**src/rtl/spice_clock_sequencer_pkg.sv**
```systemverilog
// Shared state encoding, minimum settle length and the half-cycle length
// selection used by the spice clock sequencer.
package spice_clock_sequencer_pkg;

    typedef enum logic [1:0] {
        ST_RES_HOLD = 2'd0,
        ST_RUN      = 2'd1,
        ST_HALT     = 2'd2,
        ST_STEP     = 2'd3
    } seq_state_e;

    // spice_latch gates need at least this many stable eclk per half-cycle
    localparam logic [7:0] MIN_SETTLE = 8'd4;

    function automatic logic [7:0] settle_len(input logic [7:0] cfg, input logic [7:0] dflt);
        if (cfg == 8'd0) begin
            return dflt;
        end else if (cfg < MIN_SETTLE) begin
            return MIN_SETTLE;
        end else begin
            return cfg;
        end
    endfunction

endpackage

```
**src/rtl/spice_clock_sequencer_settle_timer.sv**
```systemverilog
// spice_settle_timer: latches the half-cycle length L on the first eclk of a
// half-cycle, counts L eclk and pulses term_o on the last one.
module spice_settle_timer
    import spice_clock_sequencer_pkg::*;
#(
    parameter int unsigned SETTLE_DEFAULT = 16
) (
    input  logic       eclk,
    input  logic       ereset_n,
    input  logic       en_i,
    input  logic [7:0] cfg_settle_i,
    output logic       term_o
);

    logic [7:0] cnt_q, cnt_d;
    logic [7:0] len_q, len_d;

    always_comb begin
        // NOTE: every output of this block gets a default first so no path infers a latch.
        len_d  = len_q;
        cnt_d  = cnt_q;
        term_o = 1'b0;
        if (en_i) begin
            if (cnt_q == 8'd0) begin
                len_d = settle_len(cfg_settle_i, 8'(SETTLE_DEFAULT));
            end
            term_o = (cnt_q == len_d - 8'd1);
            cnt_d  = term_o ? 8'd0 : cnt_q + 8'd1;
        end else begin
            cnt_d = 8'd0;
        end
    end

    always_ff @(posedge eclk) begin
        // NOTE: registered state is only ever updated with non-blocking assignments.
        if (!ereset_n) begin
            cnt_q <= '0;
            len_q <= '0;
        end else begin
            cnt_q <= cnt_d;
            len_q <= len_d;
        end
    end

endmodule

```
**src/rtl/spice_clock_sequencer.sv**
```systemverilog
// spice_clock_sequencer: chip clock/reset sequencing with run/halt and step handshake.
// Optional breakpoint halting is enabled by defining SPICE_SEQ_BREAKPOINT_EN.
module spice_clock_sequencer
    import spice_clock_sequencer_pkg::*;
#(
    parameter int unsigned SETTLE_DEFAULT  = 16,
    parameter int unsigned RES_HALF_CYCLES = 12,
    parameter int unsigned CNT_W           = 32
) (
    input  logic             eclk,
    input  logic             ereset_n,
    input  logic             run,
    input  logic             step_req,
    output logic             step_ack,
    input  logic [7:0]       cfg_settle,
    input  logic             bp_en,
    input  logic [CNT_W-1:0] bp_count,
    output logic             phi0,
    output logic             chip_res_n,
    output logic             phi_edge,
    output logic             halted,
    output logic             bp_hit,
    output logic [CNT_W-1:0] half_count
);

    localparam int unsigned RES_W = $clog2(RES_HALF_CYCLES + 1);

    seq_state_e       state_q;
    logic             phi0_q, chip_res_n_q, phi_edge_q, halted_q, step_ack_q, bp_hit_q, rearm_q;
    logic [CNT_W-1:0] half_count_q;
    logic [CNT_W-1:0] hc_inc;
    logic [RES_W-1:0] res_cnt_q;
    logic             term;

    assign hc_inc = half_count_q + CNT_W'(1);

    spice_settle_timer #(
        .SETTLE_DEFAULT(SETTLE_DEFAULT)
    ) u_timer (
        .eclk        (eclk),
        .ereset_n    (ereset_n),
        .en_i        (state_q != ST_HALT),
        .cfg_settle_i(cfg_settle),
        .term_o      (term)
    );

`ifndef SPICE_SEQ_BREAKPOINT_EN
    logic unused_bp;
    assign unused_bp = bp_en ^ (^bp_count);
`endif

    always_ff @(posedge eclk) begin
        if (!ereset_n) begin
            state_q      <= ST_RES_HOLD;
            phi0_q       <= 1'b0;
            chip_res_n_q <= 1'b0;
            phi_edge_q   <= 1'b0;
            halted_q     <= 1'b0;
            step_ack_q   <= 1'b0;
            bp_hit_q     <= 1'b0;
            rearm_q      <= 1'b0;
            half_count_q <= '0;
            res_cnt_q    <= '0;
        end else begin
            phi_edge_q <= term;
            if (term) phi0_q <= ~phi0_q;
            if (step_ack_q && !step_req) step_ack_q <= 1'b0;

            case (state_q)
                ST_RES_HOLD: begin
                    if (term) begin
                        if (res_cnt_q == RES_W'(RES_HALF_CYCLES - 1)) begin
                            chip_res_n_q <= 1'b1;
                            state_q      <= run ? ST_RUN : ST_HALT;
                            halted_q     <= !run;
                        end else begin
                            res_cnt_q <= res_cnt_q + RES_W'(1);
                        end
                    end
                end
                ST_RUN: begin
                    // run is only sampled at the edge so a half-cycle is never cut short
                    if (term) begin
                        half_count_q <= hc_inc;
`ifdef SPICE_SEQ_BREAKPOINT_EN
                        if (bp_en && hc_inc == bp_count) begin
                            state_q  <= ST_HALT;
                            halted_q <= 1'b1;
                            bp_hit_q <= 1'b1;
                            rearm_q  <= 1'b1;
                        end else
`endif
                        if (!run) begin
                            state_q  <= ST_HALT;
                            halted_q <= 1'b1;
                        end
                    end
                end
                ST_HALT: begin
                    if (!run) rearm_q <= 1'b0;
                    if (run && !rearm_q) begin
                        state_q  <= ST_RUN;
                        halted_q <= 1'b0;
                        bp_hit_q <= 1'b0;
                    end else if (step_req && !step_ack_q && !run) begin
                        state_q  <= ST_STEP;
                        halted_q <= 1'b0;
                        bp_hit_q <= 1'b0;
                    end
                end
                ST_STEP: begin
                    if (term) begin
                        half_count_q <= hc_inc;
                        step_ack_q   <= 1'b1;
                        state_q      <= ST_HALT;
                        halted_q     <= 1'b1;
                    end
                end
            endcase
        end
    end

    assign phi0       = phi0_q;
    assign chip_res_n = chip_res_n_q;
    assign phi_edge   = phi_edge_q;
    assign halted     = halted_q;
    assign step_ack   = step_ack_q;
    assign bp_hit     = bp_hit_q;
    assign half_count = half_count_q;

endmodule

```
**config.mk**
```make
export PLATFORM = sky130hd
export DESIGN_NAME = spice_clock_sequencer
export DESIGN_NICKNAME = d
export VERILOG_FILES = /design/src/rtl/spice_clock_sequencer_pkg.sv /design/src/rtl/spice_clock_sequencer_settle_timer.sv /design/src/rtl/spice_clock_sequencer.sv
export SDC_FILE = /design/constraint.sdc
export NUM_CORES = 1
export LEC_CHECK = 0
export CAP_MARGIN = 20
export CORE_MARGIN = 10
export CORE_UTILIZATION = 52
export DETAILED_ROUTE_END_ITERATION = 8
export PLACE_DENSITY = 0.83
export SYNTH_ARGS = -nofsm -noshare
export SYNTH_HDL_FRONTEND = slang
export SYNTH_SLANG_ARGS = --single-unit
export TNS_END_PERCENT = 1
```
**constraint.sdc**
```tcl
create_clock -name eclk -period 5.8 [get_ports eclk]
set_input_delay 1.16 -clock eclk [delete_from_list [all_inputs] [get_ports eclk]]
set_output_delay 1.16 -clock eclk [all_outputs]
set_load 0.05 [all_outputs]
```
* After elaboration in Yosys (flattened, before gate mapping)
Cells that the tools add are included.
Word-level totals: register bits after elaboration 60, input bits 45, output and inout bits 38, word-level logic and storage cells 74
Cells by class: multiplexer cells 25, equal/unequal tests 12, bitwise operators 4, add/subtract/negate cells 4, reductions and logical operators 17, $lt $le $gt $ge 1
Operators with widths (count):
- adder 32 x 1 -> 32 bit, second input constant | 1
- two-way mux 8 bit | 4
- zero test 8 bit | 2
- two-way mux 2 bit | 8
- != test 2 bit, second input constant | 6
- two-way mux 1 bit | 11
- adder 8 x 1 -> 8 bit, second input constant | 1
- equality test 8 bit | 1
- < comparator 8 x 3 -> 1 bit, second input constant | 1
- one-hot mux 2 bit (4 select lines) | 1
- subtractor 8 x 1 -> 8 bit, second input constant | 1
- AND reduction 3 bit | 2
- AND reduction 6 bit | 1
- adder 4 x 1 -> 4 bit, second input constant | 1
- equality test 2 bit, second input constant | 2
- equality test 4 bit, second input constant | 1
- NOT 1 bit | 4
- one-hot mux 1 bit (4 select lines) | 1
- AND reduction 2 bit | 2
- logical AND 1 bit | 3
- zero test 1 bit | 3
- != test 3 bit, second input constant | 1
- OR reduction 3 bit | 1
- equality test 2 x 1 -> 1 bit, second input constant | 1
- 3 further kinds | 3

* Longest topological paths before layout
Gate-level depths: netlist of the first run.
depth after elaboration 10, gate-level depth with buffers 17

* By module
A second synthesis of the first run with hierarchy kept.
Unflattened totals: cell total of the unflattened synthesis 384, area total of the unflattened synthesis 3270.6 um^2
Modules (own cells, without submodules):
- spice_clock_sequencer | area each 2080.7 um^2, cells each 238, times used 1
- spice_settle_timer | area each 1189.9 um^2, cells each 146, times used 1

* Least setup slack after synthesis of the first run
Ideal clock, no wire load.
path type input-to-reg, from in cfg_settle[6], to reg half_count_q[13], in the netlist half_count[13], required time 5.728 ns, path slack 1.356 ns, setup time 0.072 ns, data arrival time 4.372 ns, stages on the path 14, path through nor4_1 -> a21boi_0 -> mux2i_1 -> ha_1 -> nor3b_1 -> xor2_1 -> nand2_1 -> o21ai_0 -> xor2_1 -> or4_1 -> buf_2 -> buf_6 -> a2111oi_2 -> mux2i_1
Between the ends: word-level cells in the longest chain between the ends 9
Ends and longest elaborated chain:
- start, declared | line spice_clock_sequencer.sv:15 | input logic [7:0] cfg_settle,
- < comparator 8 x 3 -> 1 bit | line spice_clock_sequencer_pkg.sv:18 | end else if (cfg < MIN_SETTLE) begin
- two-way mux 8 bit | line spice_clock_sequencer_pkg.sv:18
- two-way mux 8 bit * | line spice_clock_sequencer_pkg.sv:16 | if (cfg == 8'd0) begin
- two-way mux 8 bit * | line spice_clock_sequencer_settle_timer.sv:24 | if (cnt_q == 8'd0) begin
- two-way mux 8 bit * | line spice_clock_sequencer_settle_timer.sv:23 | if (en_i) begin
- subtractor 8 x 1 -> 8 bit * | line spice_clock_sequencer_settle_timer.sv:27 | term_o = (cnt_q == len_d - 8'd1);
- equality test 8 bit * | line spice_clock_sequencer_settle_timer.sv:27
- two-way mux 1 bit * | line spice_clock_sequencer_settle_timer.sv:23
- AND reduction 2 bit (no line) *
- end signal, assigned | line spice_clock_sequencer.sv:84 | half_count_q <= hc_inc;
- end signal, assigned | line spice_clock_sequencer.sv:113 | half_count_q <= hc_inc;
- end, declared | line spice_clock_sequencer.sv:30 | logic [CNT_W-1:0] half_count_q;
Every way passes the cells marked *; elsewhere a longest branch is shown, timed or not. The select of a mux whose other input is x is not followed. A chain may end at the register's enable or synchronous reset.

* Worst setup path after layout of the first run
from in cfg_settle[6], to reg half_count_q[6], in the netlist half_count[6]
Same word-level chain as after synthesis.

==> flow_summary.toml, run 1 <==
[synthesis]
async_flop_share_pct = 0
synth_nets = 484
syn_inst = 434
ys_ff_latch = 59
ys.flop_type = "dfxtp_1"
ys_types = 55
yosysSeqAreaShare_pct = 30.61
avgSynthCellArea_sq_um = 8.891
synth.cell_area_sq_um = 3859
synth_edf_count = 0
synth_warnings = 0

[timing]
relSlewSlack_pct = 46.19
finalHoldViolCount = 0
setup_violations = 0
finalCriticalPeriod_ns = 5.101
slew_violations = 0
worst_pin_slew_ns = 0.8061
fmax_ghz = 0.1961
finalSetupTns_ns = 0
timing.final.ws_setup_ns = 0.6995
fin_crit_sh_pct = 87.94
fin_skew_ns = 0.006450
rsz0062_at_grt = "no"

[setup_path]
worst_ep_required_time_ns = 6.05
path_cells = "clkdlybuf4s50_1, nor4_1, buf_4, a21boi_0, mux2i_1, ha_1, nor3b_1, xor2_1, nand2_1, o21ai_0, xor2_1, or4_2, buf_4, a2111oi_2, mux2i_1"
r2r-end = "half_count[6]$_SDFFE_PN0P_"
path_buf_inv = 3
rrSetupSlack_ns = 1.06
critPathMaxFanout = 41
critPathKind = "in -> reg"
critical-path-top-delay-family = "simple AND/OR/NAND/NOR gates"
r2r_cells = 15
endpoint_kind = "flip-flop"
critical_path.slowest_cell = "or4_2"
cp.arrival_ns = 5.35
cpPeakStageDelay_ns = 0.66
r2r-start = "u_timer.cnt_q[0]$_SDFF_PP0_"
startpoint_type = "input pin"

[floorplanning]
die_w_um = 106.1
dieArea_sq_um = 11270
start_util_pct = 53.20
row_count = 31
fp.coreArea_sq_um = 7253
io_pins = 83
die_h_um = 106.1

[detailed_routing]
drc_errors = 0
drtPass1Iterations = 4
wl_met2_mm = 4.481
wl_met1_mm = 3.972
wirelength_mm = 9.022
routedWlPerCell_um = 15.88
wl_met3_um = 480
top_layer = "met4"
postRouteAntennaNets = 0
drt_iter0_markers = 279
viasPerCell = 5.754
num_vias = 3268

[clock_tree]
clockRootBuffer = "clkbuf_8"
numCtsBuffers = 9
post_cts_resize_count = 0
clockBufferDepth = 2
clk_pin_slew_ns = 0.06
htreeDepth = 3
clock_sinks = 59
hold_buffers = 0
clock_latency_ns = 0.33
post_cts_buffers = 0
cts_tree = "yes"

[grt]
grt_first_pass_wirelength_mm = 15.35
grt_max_degree = 82
antenna_found_initial = 0
track_usage_pct = 15.88
gr-total-overflow = 0
grt_pass1_vias = 3199

[cells_and_area]
final_common_cell = "nand2_1"
fill_cells = 620
syn2layout_area_growth_pct = 17.25
nNetsFinal = 515
layout_common_cells = "61 x nand2_1, 59 x dfxtp_1, 47 x clkdlybuf4s50_1"
final_layout_size_suffix_gt1_share_pct = 13.01
antenna_cells = 0

[pwr]
peakVddDrop_uv = 141.8
p_per_area_nw_per_um2 = 219.3
cellLeakagePower_nw = 1.487
power_uw = 992.0

[min_path]
holdPathEnd = "u_timer.len_q[7]$_SDFFE_PN0N_"
min_from = "u_timer.len_q[7]$_SDFFE_PN0N_"
hp-class = "reg -> reg"
hold_depth = 2

[placed_design]
dp_slack_ns = 0.4100
dp_hpwl_mm = 6.307
gp_congestion = 0.8575
io_buffers = 48

[run]
cap_viol_max_count = 0

[outcome]
status = "finished, final reports clean"
Yosys cell counts (2+ instances only):
library cell   n  area, sq um
a211oi_2       2        25.02
buf_4          2        15.01
a2111oi_0      2        17.52
a211o_1        3        26.28
buf_6          4        45.04
mux2i_1       43        430.4
nand3b_1       2        15.01
or4_1          2        15.01
o211ai_1       3        22.52
a21o_1         2        15.01
nor4_1         2        12.51
nand4_1       10        62.56
nand2b_1      34        212.7
a2111oi_4      5        137.6
inv_1         13        48.80
a21oi_1       10        50.05
xor2_1        10        87.58
a211oi_1      13        97.59
nand3_1       25        125.1
nor2b_1        2        12.51
a21boi_0       2        15.01
buf_1          4        15.01
nand2_1       61        229.0
o21ai_0        2        10.01
nor3b_1        5        37.54
a31o_2         3        26.28
a2111oi_2     20        300.3
and2_1         3        18.77
dfxtp_1       59         1181
mux2_2         2        22.52
xnor2_1        7        61.31
and3_1         5        31.28
buf_2          5        25.02
or3_1          2        12.51
nor2_1        15        56.30
nor3_1         8        40.04
ha_1           5        62.56
clkbuf_1      20        75.07
power by group:
part	leakage, nW	total [mW]	internal (mW)	switching (mW)
Sequential	0.477	0.426	0.416	0.00967
Combinational	0.919	0.218	0.0822	0.136
Clock	0.0902	0.348	0.195	0.153
worst max path at each step:
stage,start,to,slack (ns),cells past startpoint
floorplan,cfg_settle[6],half_count[13]$_SDFFE_PN0P_,1.36,14
finish,cfg_settle[6],half_count[6]$_SDFFE_PN0P_,0.70,15
CTS,cfg_settle[6],half_count[6]$_SDFFE_PN0P_,0.74,15
global placement,cfg_settle[6],phi_edge$_SDFF_PN0_,0.53,16
detailed placement,cfg_settle[6],half_count[6]$_SDFFE_PN0P_,0.41,15
global route,cfg_settle[6],half_count[10]$_SDFFE_PN0P_,0.42,15
worst min-delay path: cells and delay by family, from the launching register on:
kind / cells / cell delay, ns
AOI/OAI and AO/OA: 1 / 0.05
DFF: 1 / 0.31
and+or+nand+nor: 1 / 0.05
cells by family (layout without fill, tap and decap cells):
family / Yosys count / in the layout / synth area share [%]
AND/OR/NAND/NOR: 185 / 185 / 25.29
AO/OA/AOI/OAI: 74 / 74 / 20.98
flip-flops: 59 / 59 / 30.61
buffers and inverters: 48 / 83 / 5.804
multiplexers: 45 / 45 / 11.74
XOR/XNOR: 17 / 17 / 3.859
adder cells (fa/ha/maj): 5 / 5 / 1.621
other: 1 / 1 / 0.09718
area by class of cell:
type	count	area [sq um]	share of cell area, %
Inverter	13	48.80	1.079
Clock inverter	3	40.04	0.8850
Tap cell	99	123.9	2.738
Multi-Input combinational cell	327	2455	54.26
Clock buffer	12	135.1	2.987
Timing Repair Buffer	55	540.5	11.95
Sequential cell	59	1181	26.11
registers in the layout, indices dropped and copies added, names as in the netlist:
register,flops
half_count,32
u_timer.cnt_q,8
u_timer.len_q,8
res_cnt_q,4
state_q,2
chip_res_n,1
halted,1
phi0,1
phi_edge,1
step_ack,1
routing by layer:
layer / up-vias / track usage [%]
li1: 1637 / -
met4: 0 / 3.578
met2: 79 / 27.03
met3: 10 / 4.771
met5: - / 0
met1: 1542 / 19.24
metrics by stage:
stage                     utilization [%]  area [sq um]  instances  hold WS [ns]
after floorplan                         -          3859        434        0.4357
after global placement              59.96          4349        553        0.4446
after detailed placement            59.96          4349        553        0.4546
after CTS                           62.38          4524        568        0.4637
after global routing                62.38          4524        568        0.4880
final                               62.38          4524        568        0.4593
(Power assumes the default switching activity.)
==> inputs of run 2 (changes only) <==
Settings changed: CORE_MARGIN 10 to 2, MAX_ROUTING_LAYER set to met4.
==> flow_summary.toml, run 2 (synthesis gave the netlist of run 1 again) <==
[outcome]
status = "finished, final reports clean"

[floorplanning]
row_count = 31
io_pins = 83
start_util_pct = 53.49
dieArea_sq_um = 8125
die_h_um = 90.14
fp.coreArea_sq_um = 7214
die_w_um = 90.14

[pwr]
cellLeakagePower_nw = 1.485
power_uw = 995.0
peakVddDrop_uv = 162.6
p_per_area_nw_per_um2 = 220.3

[run]
cap_viol_max_count = 0

[timing]
worst_pin_slew_ns = 0.8212
rsz0062_at_grt = "no"
finalHoldViolCount = 0
fin_crit_sh_pct = 88.16
finalCriticalPeriod_ns = 5.113
fin_skew_ns = 0.008743
relSlewSlack_pct = 45.18
finalSetupTns_ns = 0
fmax_ghz = 0.1956
setup_violations = 0
slew_violations = 0

[grt]
grt_pass1_vias = 3189
track_usage_pct = 23.23
gr-total-overflow = 0
antenna_found_initial = 0
grt_max_degree = 82
grt_first_pass_wirelength_mm = 15.31

[setup_path]
r2r-start = "u_timer.cnt_q[0]$_SDFF_PP0_"
cp-startpoint = "cfg_settle[6]"
rrSetupSlack_ns = 1.04
cp.arrival_ns = 5.37
critPathMaxFanout = 41
worst_ep_required_time_ns = 6.06
r2r-end = "half_count[17]$_SDFFE_PN0P_"
r2r_cells = 15
startpoint_type = "input pin"
critPathKind = "in -> reg"
endpoint_kind = "flip-flop"
crit_end = "half_count[17]$_SDFFE_PN0P_"

[cells_and_area]
layout_common_cells = "61 x nand2_1, 59 x dfxtp_1, 47 x clkdlybuf4s50_1"
final_layout_size_suffix_gt1_share_pct = 13.43
finish.instance_area_sq_um = 4516
largest_reg_flops = 32
syn2layout_area_growth_pct = 17.02
antenna_cells = 0
final_util_pct = 62.59
nNetsFinal = 515
final_common_cell = "nand2_1"

[clock_tree]
hold_buffers = 0
clockBufferDepth = 2
htreeDepth = 3
clock_latency_ns = 0.34
clockRootBuffer = "clkbuf_8"
post_cts_buffers = 0
numCtsBuffers = 9
clk_pin_slew_ns = 0.06
post_cts_resize_count = 0
clock_sinks = 59
cts_tree = "yes"

[detailed_routing]
num_vias = 3370
drt_iter0_markers = 200
wirelength_mm = 8.872
postRouteAntennaNets = 0
drc_errors = 0
routedWlPerCell_um = 15.62
viasPerCell = 5.933
drtPass1Iterations = 4

[min_path]
hold_depth = 1
min_from = "chip_res_n$_SDFFE_PN0P_"
hp-class = "reg -> reg"

[placed_design]
placed_cell_area_sq_um = 4337
io_buffers = 48
dp_hpwl_mm = 5.904
gp_congestion = 0.8305
## run 2: final cells by class
type	count	area, sq um
Tap cell	99	123.9
Clock buffer	13	168.9
Multi-Input combinational cell	327	2455
Inverter	13	48.80
Fill cell	607	2699
Timing Repair Buffer	55	528.0
Clock inverter	2	10.01
Sequential cell	59	1181
## run 2: worst min-delay path by stage
stage	endpoint	slack [ns]
after floorplan	u_timer.len_q[7]$_SDFFE_PN0N_	0.44
after global placement	u_timer.len_q[7]$_SDFFE_PN0N_	0.45
after detailed placement	chip_res_n$_SDFFE_PN0P_	0.45
after CTS	chip_res_n$_SDFFE_PN0P_	0.47
after global routing	u_timer.len_q[7]$_SDFFE_PN0N_	0.50
final	chip_res_n$_SDFFE_PN0P_	0.46
## run 2: metrics by stage
stage,cells,hold slack [ns],setup slack (ns)
2_1_floorplan,434,0.4357,1.356
3_3_place_gp,553,0.4468,0.5286
3_5_place_dp,553,0.4529,0.3536
4_1_cts,568,0.4686,0.6910
5_1_grt,568,0.5010,0.3518
6_report,568,0.4638,0.6870
## run 2: power breakdown
part	switching, mW	internal (mW)
clock	0.165	0.187
combinational	0.138	0.0798
sequential	0.00975	0.416
## run 2: routing by layer
layer	global-route usage, %	routed length (um)	vias up
met3	5.951	471	16
met5	-	0	-
met4	6.538	150	0
li1	-	-	1639
met2	37.28	4326	94
met1	29.09	3923	1621
## run 2: critical path, cell delays in order
cell             delay [ns]
clkdlybuf4s50_1        0.49
nor4_1                 0.31
buf_4                  0.18
a21boi_0               0.07
mux2i_1                0.31
ha_1                   0.29
nor3b_1                0.37
xor2_1                 0.13
nand2_1                0.08
o21ai_0                0.10
xor2_1                 0.15
or4_2                  0.64
buf_4                  0.34
a2111oi_2              0.45
mux2i_1                0.27
==> inputs of run 3 (changes only) <==
Settings changed: CORE_ASPECT_RATIO set to 2.
==> flow_summary.toml, run 3 (synthesis gave the netlist of run 1 again) <==
[outcome]
status = "finished, final reports clean"

[pwr]
power_mw = 1.130
cellLeakagePower_nw = 1.537
peakVddDrop_uv = 194.5
p_per_area_nw_per_um2 = 245.2

[setup_path]
endpoint_kind = "flip-flop"
critPathKind = "in -> reg"
cp.arrival_ns = 5.19
r2r_cells = 16
cp-startpoint = "cfg_settle[6]"
rrSetupSlack_ns = 1.24
worst_ep_required_time_ns = 6.05
startpoint_type = "input pin"
r2r-end = "half_count[24]$_SDFFE_PN0P_"
crit_end = "half_count[24]$_SDFFE_PN0P_"
critPathMaxFanout = 22
r2r-start = "u_timer.cnt_q[0]$_SDFF_PP0_"

[detailed_routing]
num_vias = 3389
drt_iter0_markers = 212
wirelength_mm = 9.046
viasPerCell = 6.030
routedWlPerCell_um = 16.10
drtPass1Iterations = 5
postRouteAntennaNets = 0
drc_errors = 0

[grt]
grt_pass1_vias = 3351
grt_use_met3_pct = 4.643
busiest_layer = "met2"
grt_use_met2_pct = 42.87
track_usage_pct = 23.96
gr-total-overflow = 0
grt_max_degree = 82
antenna_found_initial = 0
grt_first_pass_wirelength_mm = 15.04
gr-usage-met1_pct = 23.32

[placed_design]
dp_hpwl_mm = 6.188
dp_slack_ns = 0.5410
io_buffers = 48
dp.cells = 548
gp_congestion = 0.8359

[cells_and_area]
layout_common_cells = "61 x nand2_1, 59 x dfxtp_1, 47 x clkdlybuf4s50_1"
final_layout_size_suffix_gt1_share_pct = 13.83
antenna_cells = 0
nNetsFinal = 517
largest_reg_flops = 32
final_util_pct = 63.93
fin_cells = 562
final_common_cell = "nand2_1"
syn2layout_area_growth_pct = 19.49

[clock_tree]
post_cts_buffers = 0
clockRootBuffer = "clkbuf_16"
clockBufferDepth = 2
clock_latency_ns = 0.33
clock_sinks = 59
clk_pin_slew_ns = 0.05
hold_buffers = 0
numCtsBuffers = 9
post_cts_resize_count = 0
cts_tree = "yes"
htreeDepth = 3

[timing]
worst_pin_slew_ns = 0.7457
fin_crit_sh_pct = 85.03
slew_violations = 0
relSlewSlack_pct = 50.29
rsz0062_at_grt = "no"
setup_violations = 0
finalHoldViolCount = 0
fin_skew_ns = 0.007748
timing.final.ws_setup_ns = 0.8680
finalCriticalPeriod_ns = 4.932
fmax_ghz = 0.2028
finalSetupTns_ns = 0

[floorplanning]
die_h_um = 125.8
row_count = 44
start_util_pct = 53.50
fp.coreArea_sq_um = 7212
dieArea_sq_um = 8167
io_pins = 83
die_w_um = 64.91

[min_path]
hp-class = "reg -> reg"

[run]
cap_viol_max_count = 0
## run 3: how the worst min path moves through the flow
stage	from	end	slack, ns	cells past startpoint
6_report	u_timer.len_q[7]$_SDFFE_PN0N_	u_timer.len_q[7]$_SDFFE_PN0N_	0.46	2
5_1_grt	u_timer.len_q[7]$_SDFFE_PN0N_	u_timer.len_q[7]$_SDFFE_PN0N_	0.48	2
4_1_cts	u_timer.len_q[7]$_SDFFE_PN0N_	u_timer.len_q[7]$_SDFFE_PN0N_	0.46	2
3_5_place_dp	u_timer.len_q[7]$_SDFFE_PN0N_	u_timer.len_q[7]$_SDFFE_PN0N_	0.45	2
3_3_place_gp	u_timer.len_q[7]$_SDFFE_PN0N_	u_timer.len_q[7]$_SDFFE_PN0N_	0.44	2
2_1_floorplan	u_timer.len_q[7]$_SDFFE_PN0N_	u_timer.len_q[7]$_SDFFE_PN0N_	0.44	2
## run 3: routing by layer
metal	vias to the layer above	routed length, um
li1	1631	-
met1	1609	3274
met2	123	5054
met3	26	401
met4	0	315
met5	-	0
## run 3: metrics by stage
step	hold slack, ns	cell area, sq um
detailed placement	0.4500	4343
CTS	0.4613	4611
global placement	0.4448	4343
floorplan	0.4357	3859
global route	0.4830	4611
finish	0.4615	4611
## run 3: area by class of cell
type,count,area (sq um)
clock inverter,3,15.01
clock buffer,11,252.7
fill,586,2601
sequential,59,1181
multi-input combinational,327,2455
timing repair buffer,57,543.0
inverter,13,48.80
tap,92,115.1
## run 3: power breakdown
group	internal [mW]	leakage, nW	switching [mW]
logic	0.0825	0.922	0.137
registers	0.417	0.477	0.0101
clock network	0.304	0.137	0.179
## run 3: critical path, stage by stage
cell and delay, ns:
clkdlybuf4s50_1 0.50, nor4_1 0.30, buf_4 0.18, a21boi_0 0.09
mux2i_1 0.16, buf_4 0.15, ha_1 0.22, nor3b_1 0.35
xor2_1 0.12, nand2_1 0.08, o21ai_0 0.10, xor2_1 0.15
or4_2 0.69, buf_4 0.27, a2111oi_2 0.43, mux2i_1 0.23
